### src/rtl/hazard_pkg.sv
// Shared types and constants for the register-file hazard scoreboard.
package hazard_pkg;

  localparam int unsigned REGNUM       = 16;
  localparam int unsigned ADDRESSWIDTH = 4;
  localparam int unsigned MAXOUT       = 3;
  localparam int unsigned PERFWIDTH    = 16;

  typedef logic [ADDRESSWIDTH-1:0] regaddr_t;
  typedef logic [1:0]              outcount_t;

endpackage

### src/rtl/scoreboard_entry.sv
// One register's outstanding-write counter: increments on accepted issue,
// decrements on writeback, clears on flush, flags writeback-with-nothing-pending.
module scoreboard_entry
  import hazard_pkg::*;
(
  input  logic clock,
  input  logic reset,
  input  logic inc,
  input  logic dec,
  input  logic flush,
  output logic busy,
  output logic full,
  output logic lastOne,
  output logic underflow
);

  outcount_t count_q, count_d;

  // Next count; simultaneous inc and dec cancel, flush wins over both.
  always_comb begin
    count_d   = count_q;
    underflow = 1'b0;
    if (flush) begin
      count_d = '0;
    end else if (inc && !dec) begin
      count_d = count_q + 2'd1;
    end else if (dec && !inc) begin
      if (count_q != '0) count_d = count_q - 2'd1;
      else               underflow = 1'b1;
    end
  end

  // Count register.
  always_ff @(posedge clock or negedge reset) begin
    if (!reset) count_q <= '0;
    else        count_q <= count_d;
  end

  // Status flags decoded from the registered count.
  always_comb begin
    busy    = (count_q != '0);
    full    = (count_q == outcount_t'(MAXOUT));
    lastOne = (count_q == 2'd1);
  end

endmodule

### src/rtl/hazard_scoreboard.sv
// Register-file hazard controller between fetch and decode.
// Optional feature macro: SCOREBOARD_FORWARD_EN (writeback-to-decode forwarding
// removes the one-cycle RAW stall when the last pending write retires now).
module hazard_scoreboard #(
  parameter int unsigned REGNUM       = hazard_pkg::REGNUM,
  parameter int unsigned ADDRESSWIDTH = hazard_pkg::ADDRESSWIDTH,
  parameter int unsigned MAXOUT       = hazard_pkg::MAXOUT,
  parameter int unsigned PERFWIDTH    = hazard_pkg::PERFWIDTH
) (
  input  logic                    clock,
  input  logic                    reset,
  input  logic                    issueValid,
  input  logic [ADDRESSWIDTH-1:0] src1Address,
  input  logic [ADDRESSWIDTH-1:0] src2Address,
  input  logic                    useSrc1,
  input  logic                    useSrc2,
  input  logic                    obtainPCAsR1,
  input  logic [ADDRESSWIDTH-1:0] destAddress,
  input  logic                    writesDest,
  input  logic                    wbValid,
  input  logic [ADDRESSWIDTH-1:0] wbAddress,
  input  logic                    flush,
  output logic                    stall,
  output logic                    issueAccept,
  output logic                    fwd1,
  output logic                    fwd2,
  output logic                    underflowError,
  output logic [PERFWIDTH-1:0]    stallCount
);

  logic [REGNUM-1:0] busy, full, last_one, underflow, inc, dec;
  logic src1_use, src2_use, fwd1_ok, fwd2_ok;
  logic src1_hazard, src2_hazard, waw_full;
  logic underflow_q;
  logic [PERFWIDTH-1:0] stall_count_q;

  for (genvar g = 0; g < REGNUM; g++) begin : g_entry
    assign inc[g] = issueAccept & writesDest & (destAddress == ADDRESSWIDTH'(g));
    assign dec[g] = wbValid & (wbAddress == ADDRESSWIDTH'(g));

    scoreboard_entry u_entry (
      .clock     (clock),
      .reset     (reset),
      .inc       (inc[g]),
      .dec       (dec[g]),
      .flush     (flush),
      .busy      (busy[g]),
      .full      (full[g]),
      .lastOne   (last_one[g]),
      .underflow (underflow[g])
    );
  end

  // Hazard detection and issue handshake, all against pre-issue counts.
  always_comb begin
    src1_use = issueValid & useSrc1 & ~obtainPCAsR1;
    src2_use = issueValid & useSrc2;
`ifdef SCOREBOARD_FORWARD_EN
    // The issue-to-same-register check uses the presented instruction rather
    // than the accept, which would otherwise form a loop through stall.
    fwd1_ok = wbValid & (wbAddress == src1Address) & last_one[src1Address]
            & ~(issueValid & writesDest & (destAddress == src1Address));
    fwd2_ok = wbValid & (wbAddress == src2Address) & last_one[src2Address]
            & ~(issueValid & writesDest & (destAddress == src2Address));
`else
    fwd1_ok = 1'b0;
    fwd2_ok = 1'b0;
`endif
    src1_hazard = src1_use & busy[src1Address] & ~fwd1_ok;
    src2_hazard = src2_use & busy[src2Address] & ~fwd2_ok;
    waw_full    = issueValid & writesDest & full[destAddress];
    stall       = (src1_hazard | src2_hazard | waw_full) & ~flush;
    issueAccept = issueValid & ~stall & ~flush;
    fwd1        = src1_use & fwd1_ok;
    fwd2        = src2_use & fwd2_ok;
  end

  // Sticky underflow flag and free-running stall-cycle counter.
  always_ff @(posedge clock or negedge reset) begin
    if (!reset) begin
      underflow_q   <= 1'b0;
      stall_count_q <= '0;
    end else begin
      underflow_q   <= underflow_q | (|underflow);
      stall_count_q <= stall_count_q + PERFWIDTH'(stall);
    end
  end

  assign underflowError = underflow_q;
  assign stallCount     = stall_count_q;

endmodule
### config.mk
export PLATFORM = sky130hd
export DESIGN_NAME = hazard_scoreboard
export DESIGN_NICKNAME = d
export VERILOG_FILES = /design/src/rtl/hazard_pkg.sv /design/src/rtl/scoreboard_entry.sv /design/src/rtl/hazard_scoreboard.sv
export SDC_FILE = /design/constraint.sdc
export NUM_CORES = 1
export LEC_CHECK = 0
export ABC_AREA = 1
export BUFFER_PORTS_ARGS = -buffer_cell sky130_fd_sc_hd__buf_2
export CAP_MARGIN = 5
export CORE_MARGIN = 5
export CORE_UTILIZATION = 30
export DETAILED_ROUTE_END_ITERATION = 12
export GPL_ROUTABILITY_DRIVEN = 0
export PLACE_DENSITY = 0.47
export SYNTH_ARGS = -nofsm -noshare
export SYNTH_HDL_FRONTEND = slang
export SYNTH_SLANG_ARGS = --single-unit
### constraint.sdc
create_clock -name clock -period 3.8 [get_ports clock]
set_input_delay 0.76 -clock clock [delete_from_list [all_inputs] [get_ports clock]]
set_output_delay 0.76 -clock clock [all_outputs]
set_load 0.02 [all_outputs]
-- Word-level counts from Yosys, hierarchy flattened
Index checks and enable logic that the tools add are counted.
- add/sub/neg operators: 33
- order comparisons: 3
- eq/ne operators: 46
- multiplexer cells: 134
- bitwise operators: 49
- reductions and logical operators: 131
- operators by type and width (kind ; number):
    two-way mux 2 bit ; 64
    nonzero test 3 bit ; 32
    two-way mux 1 bit ; 67
    equality test 4 bit, second input constant ; 16
    bitwise AND 1 bit ; 43
    adder 2 x 1 -> 2 bit, second input constant ; 16
    equality test 2 bit, second input constant ; 16
    equality test 4 x 3 -> 1 bit, second input constant ; 8
    logical AND 1 bit ; 32
    logical NOT 1 bit ; 32
    AND reduction 2 bit ; 16
    nonzero test 2 bit ; 16
    subtractor 2 x 1 -> 2 bit, second input constant ; 16
    adder 16 x 1 -> 16 bit ; 1
    equality test 4 x 2 -> 1 bit, second input constant ; 4
    OR reduction 16 bit ; 1
    less-than comparator 4 x 5 -> 1 bit, second input constant ; 3
    binary-select mux 1 bit (select 4 bit) ; 3
    equality test 4 x 1 -> 1 bit, second input constant ; 2
    logical NOT 4 bit ; 2
    NOT 1 bit ; 3
    OR 1 bit ; 3
- register bits: 49
- input port bits: 25
- output and inout bits: 21
- logic and storage cells: 414

-- Logic depth before layout (Yosys ltp)
- depth after elaboration: 19
- mapped depth: 19
- mapped depth without buffers: 19

-- By module
A second synthesis with hierarchy kept.
- cells, all modules: 700
- area total of the unflattened synthesis: 4642.0 µm²
- by module, submodules not included (module ; times used ; cells each ; area an instance (µm²)):
    scoreboard_entry at g_entry[0].u_entry ... ; 13 ; 27 ; 188.9
    hazard_scoreboard ; 1 ; 268 ; 1634.1
    scoreboard_entry at g_entry[5].u_entry ... ; 3 ; 27 ; 183.9

-- Worst setup path before layout
No wires, ideal clock.
- path kind: input to register
- start: input port destAddress[1]
- end: register stall_count_q[15] (netlist: stallCount[15])
- arrival time: 3.237 ns
- setup slack: 0.484 ns
- stages on the path: 17
- cell sequence: nand2_1 inv_1 nand2_1 nand4_1 a21oi_1 nand3_2 nand2_2 o21ai_0 inv_1 ha_1 nand3_1 nor3_1 nand3_1 nor3_1 nand3_1 nor3b_1 xor2_1
- word-level cells in the longest chain between the ends: 6
- ends and longest elaborated chain (what ; line ; text):
    start: declaration ; hazard_scoreboard.sv:18 ; input logic [ADDRESSWIDTH-1:0] destAddress,
    binary-select mux 1 bit (select 4 bit) ; hazard_scoreboard.sv:71 ; waw_full = issueValid & writesDest & full[destAddress];
    two-way mux 1 bit (implied by the code) ; hazard_scoreboard.sv:71 ;
    bitwise AND 1 bit ; hazard_scoreboard.sv:71 ;
    OR 1 bit ; hazard_scoreboard.sv:72 ; stall = (src1_hazard | src2_hazard | waw_full) & ~flush;
    bitwise AND 1 bit ; hazard_scoreboard.sv:72 ;
    net stall ; hazard_scoreboard.sv:23 ; output logic stall,
    adder 16 x 1 -> 16 bit ; hazard_scoreboard.sv:85 ; stall_count_q <= stall_count_q + PERFWIDTH'(stall);
    end signal: assignment ; hazard_scoreboard.sv:85 ;
    end: declaration ; hazard_scoreboard.sv:35 ; logic [PERFWIDTH-1:0] stall_count_q;
The timed path passes the listed nets, and every way through them passes these cells. The select of a mux whose other input is x is not followed.
A chain may end at the register's enable or synchronous reset.

-- Final worst setup path
- start: input port src1Address[0]
- end: register stall_count_q[15] (netlist: stallCount[15])
- word-level cells in the longest chain between the ends: 7
- ends and longest elaborated chain (what ; line ; text):
    start: declaration ; hazard_scoreboard.sv:13 ; input logic [ADDRESSWIDTH-1:0] src1Address,
    binary-select mux 1 bit (select 4 bit) ; hazard_scoreboard.sv:69 ; src1_hazard = src1_use & busy[src1Address] & ~fwd1_ok;
    two-way mux 1 bit (implied by the code) ; hazard_scoreboard.sv:69 ;
    bitwise AND 1 bit ; hazard_scoreboard.sv:69 ;
    OR 1 bit (2 in a row) ; hazard_scoreboard.sv:72 ;
    bitwise AND 1 bit ; hazard_scoreboard.sv:72 ;
    adder 16 x 1 -> 16 bit ; hazard_scoreboard.sv:85 ;
Every way passes these cells. The select of a mux whose other input is x is not followed.

==> metrics.txt <==
VDD IR max=about 170 uV; via count of the first global-routing pass=~3,500; Hold Path Depth=2; busiest grt layer=met2; worst-margin pin slew=~0.8 ns; CTS max path bufs=2; final worst slack=around 0.44 ns; Mapped Avg Cell Area=6.71 um2; Final setup viols=0; Yosys top cell area share=around a third; dpl cell area=about 4200 um2; CTS Hold Bufs=0; global-route wire length before repair=approximately 18,000 um; met3 Use GR=~2.4%; gr usage total=between 15 and 20%; design area=between 4000 and 5000 um2; pwr/cell area=roughly 340 nW/um2; clock sink count=between 40 and 50; Hold Crit Class=register to register; die footprint=between 15,000 and 20,000 um2; Post-synth EDFFs=0; Area growth syn-to-layout=14.5%; DR vias=approximately 3,800; # Max-Cap Violations=0; FF-to-FF End=stallCount[15]; Detailed Route WL=~12,000 um; clk root buf=clkbuf_16; crit path max fanout=11; reg2reg path depth=18; Clk pin slew, worst setup/hold paths=0.07 ns; die width=approximately 120 um; Port Buffers=43; antenna-violating nets left=0; DP HPWL=9010 um; worst reg-to-reg setup slack=0.58 ns; largest net degree at the start of global routing=66; critical path launch point type=input pin; worst hold slack=0.462 ns; Pre-antenna DRT Iters=4; max_slew headroom=a little under half; htree depth=2; Yosys cell types=40; Data required, critical path=about 4 ns; Rows=41; Worst Hold Path EP=underflowError; Syn. warnings=0; Synth area leaders=dfrtp_1, nand2_1, nand3_1, inv_1, nor2_1; initial antenna violation count=0; met1 Track Usage GR=between 20% and 30%; asr flop ratio synth=100%; Post-CTS Setup Repair Bufs=0; CP endpoint kind=register; post_cts resized=0; core area=12,500 um2; DIE HEIGHT=about 120 um; sequential-to-total area share from yosys stat=32.2%; Pins Over Slew Limit=0; min Tclk post-route=about 3.4 ns; Leak=between 2 and 2.5 nW; CTS Buf Count=5; Place WS=0.136 ns; critical path startpoint=src1Address[0]; Crit path arrival time=between 3 and 4 ns; Final Hold Viols=0; r2r startpoint=g_entry[3].u_entry.count_q[1]; GR Util met2=approximately a quarter; total power=0.00147 W; final-stage net count=around 640; DR iter-0 viols=208; routed len/inst=between 10 and 15 um; initial core utilization=roughly 30%; Cells after Synth=568; Setup CP Type=input pin to register; status=finished, final reports clean; gr ovfl total=0; clk_lat worst skew=~0.31 ns; layout cells sized above 1=approximately 14%; number of top-level pins=46; Final period util=roughly nine tenths; TritonCTS clock tree=yes; Final TNS setup=0 ns; Yosys reg bits=just under 50; RSZ-0062 raised after global routing=no; Fin Clk Skew=0.0156 ns; Highest Clock Rate=about 300 MHz; vias per cell=4.89; Syn Std Cell Area=~3800 um2; area leader, netlist=dfrtp_1; hold_sp=underflowError; antenna diode count=0; Main synth FF type=dfrtp_1; Remaining DRCs=0
[power breakdown]
group	internal (W)	total, W	switching, W	leakage, nW
Sequential	0.000574	0.000614	0.0000404	0.628
Clock	0.000253	0.000486	0.000233	0.0763
Combinational	0.000113	0.000372	0.000259	1.47
[routing by layer]
layer / wire length, um / vias to the layer above
met5: 0 / -
met4: 246 / 0
met3: 626 / 14
met2: 5480 / 86
met1: 5180 / 1768
li1: - / 1967
[state kept, by name (all words and copies together) (netlist names)]
name and count:
underflowError 1, g_entry.u_entry.count_q 32, stallCount 16
[logic make-up (layout without fill, tap and decap cells)]
logic type                 Yosys count  count (layout)  share of synthesized area [%]
xor gates and xnor gates            14              14                           3.22
adders and majority gates            2               2                          0.656
AOI/OAI and AO/OA                   63              63                           10.4
and+or+nand+nor                    344             344                           43.2
DFF                                 49              49                           32.2
other                                1               2                         0.0984
buffers and inverters               95             138                           10.2
[layout by cell type, fill, tap and decap left out, drive strengths merged, types with 3 or more instances in the layout]
cell	count
buf	50
nor2	77
o22ai	9
or2	8
o211ai	11
nand4	43
nand3	65
clkbuf	5
o21ai	34
dfrtp	49
nand2	135
nor3	5
nor3b	3
nand3b	8
xor2	12
a21oi	3
inv	82
[through the flow]
stage          instances  util [%]
2_1_floorplan        569         -
3_3_place_gp         776      33.6
3_5_place_dp         776      33.6
4_1_cts              784      34.9
5_1_grt              784      34.9
6_report             784      34.9
[Yosys cell counts, types with 2 or more instances]
cell type	number
nand2_1	133
nand3b_1	8
o21ai_1	21
xor2_1	12
nor2_2	4
o211ai_1	8
inv_1	78
a21oi_1	3
buf_2	4
o22ai_1	9
o211ai_2	3
or2_4	2
xnor2_1	2
nand3_1	64
nor3b_1	2
nand2_2	2
dfrtp_1	49
or2_1	5
nand4_2	4
o21ai_0	13
o31ai_2	2
nand4_1	38
a211o_1	2
buf_4	2
nor3_1	5
clkbuf_1	7
inv_2	2
ha_1	2
nor2_1	71
[critical path, cell delays in order]
cell and delay [ns]:
buf_2 0.14, inv_2 0.15, a21oi_1 0.09, o21ai_1 0.10, nand2_1 0.08, nor2_1 0.11, nor2_2 0.06, nor2_4 0.20
o21ai_0 0.18, inv_1 0.10, ha_1 0.17, nand3_1 0.12, nor3_1 0.26, nand3_1 0.16, nor3_1 0.28, nand3_1 0.19
nor3b_1 0.27, xor2_1 0.17
[final cells by class]
class                      instances  area (um2)
fill                            1400        8150
sequential                        49        1230
clock inverter                     3        28.8
multi-input combinational        425        2200
inverter                          80         300
tap                              172         215
clock buffer                       5         125
timing repair buffer              50         268
[worst max path at each step]
stage                          end  slack [ns]  cells past startpoint
CTS                 stallCount[15]        0.45                     18
detailed placement  stallCount[15]        0.14                     18
global route        stallCount[15]        0.21                     18
global placement    stallCount[14]        0.23                     18
finish              stallCount[15]        0.44                     18
floorplan           stallCount[15]        0.48                     17
(Power assumes the default switching activity.)
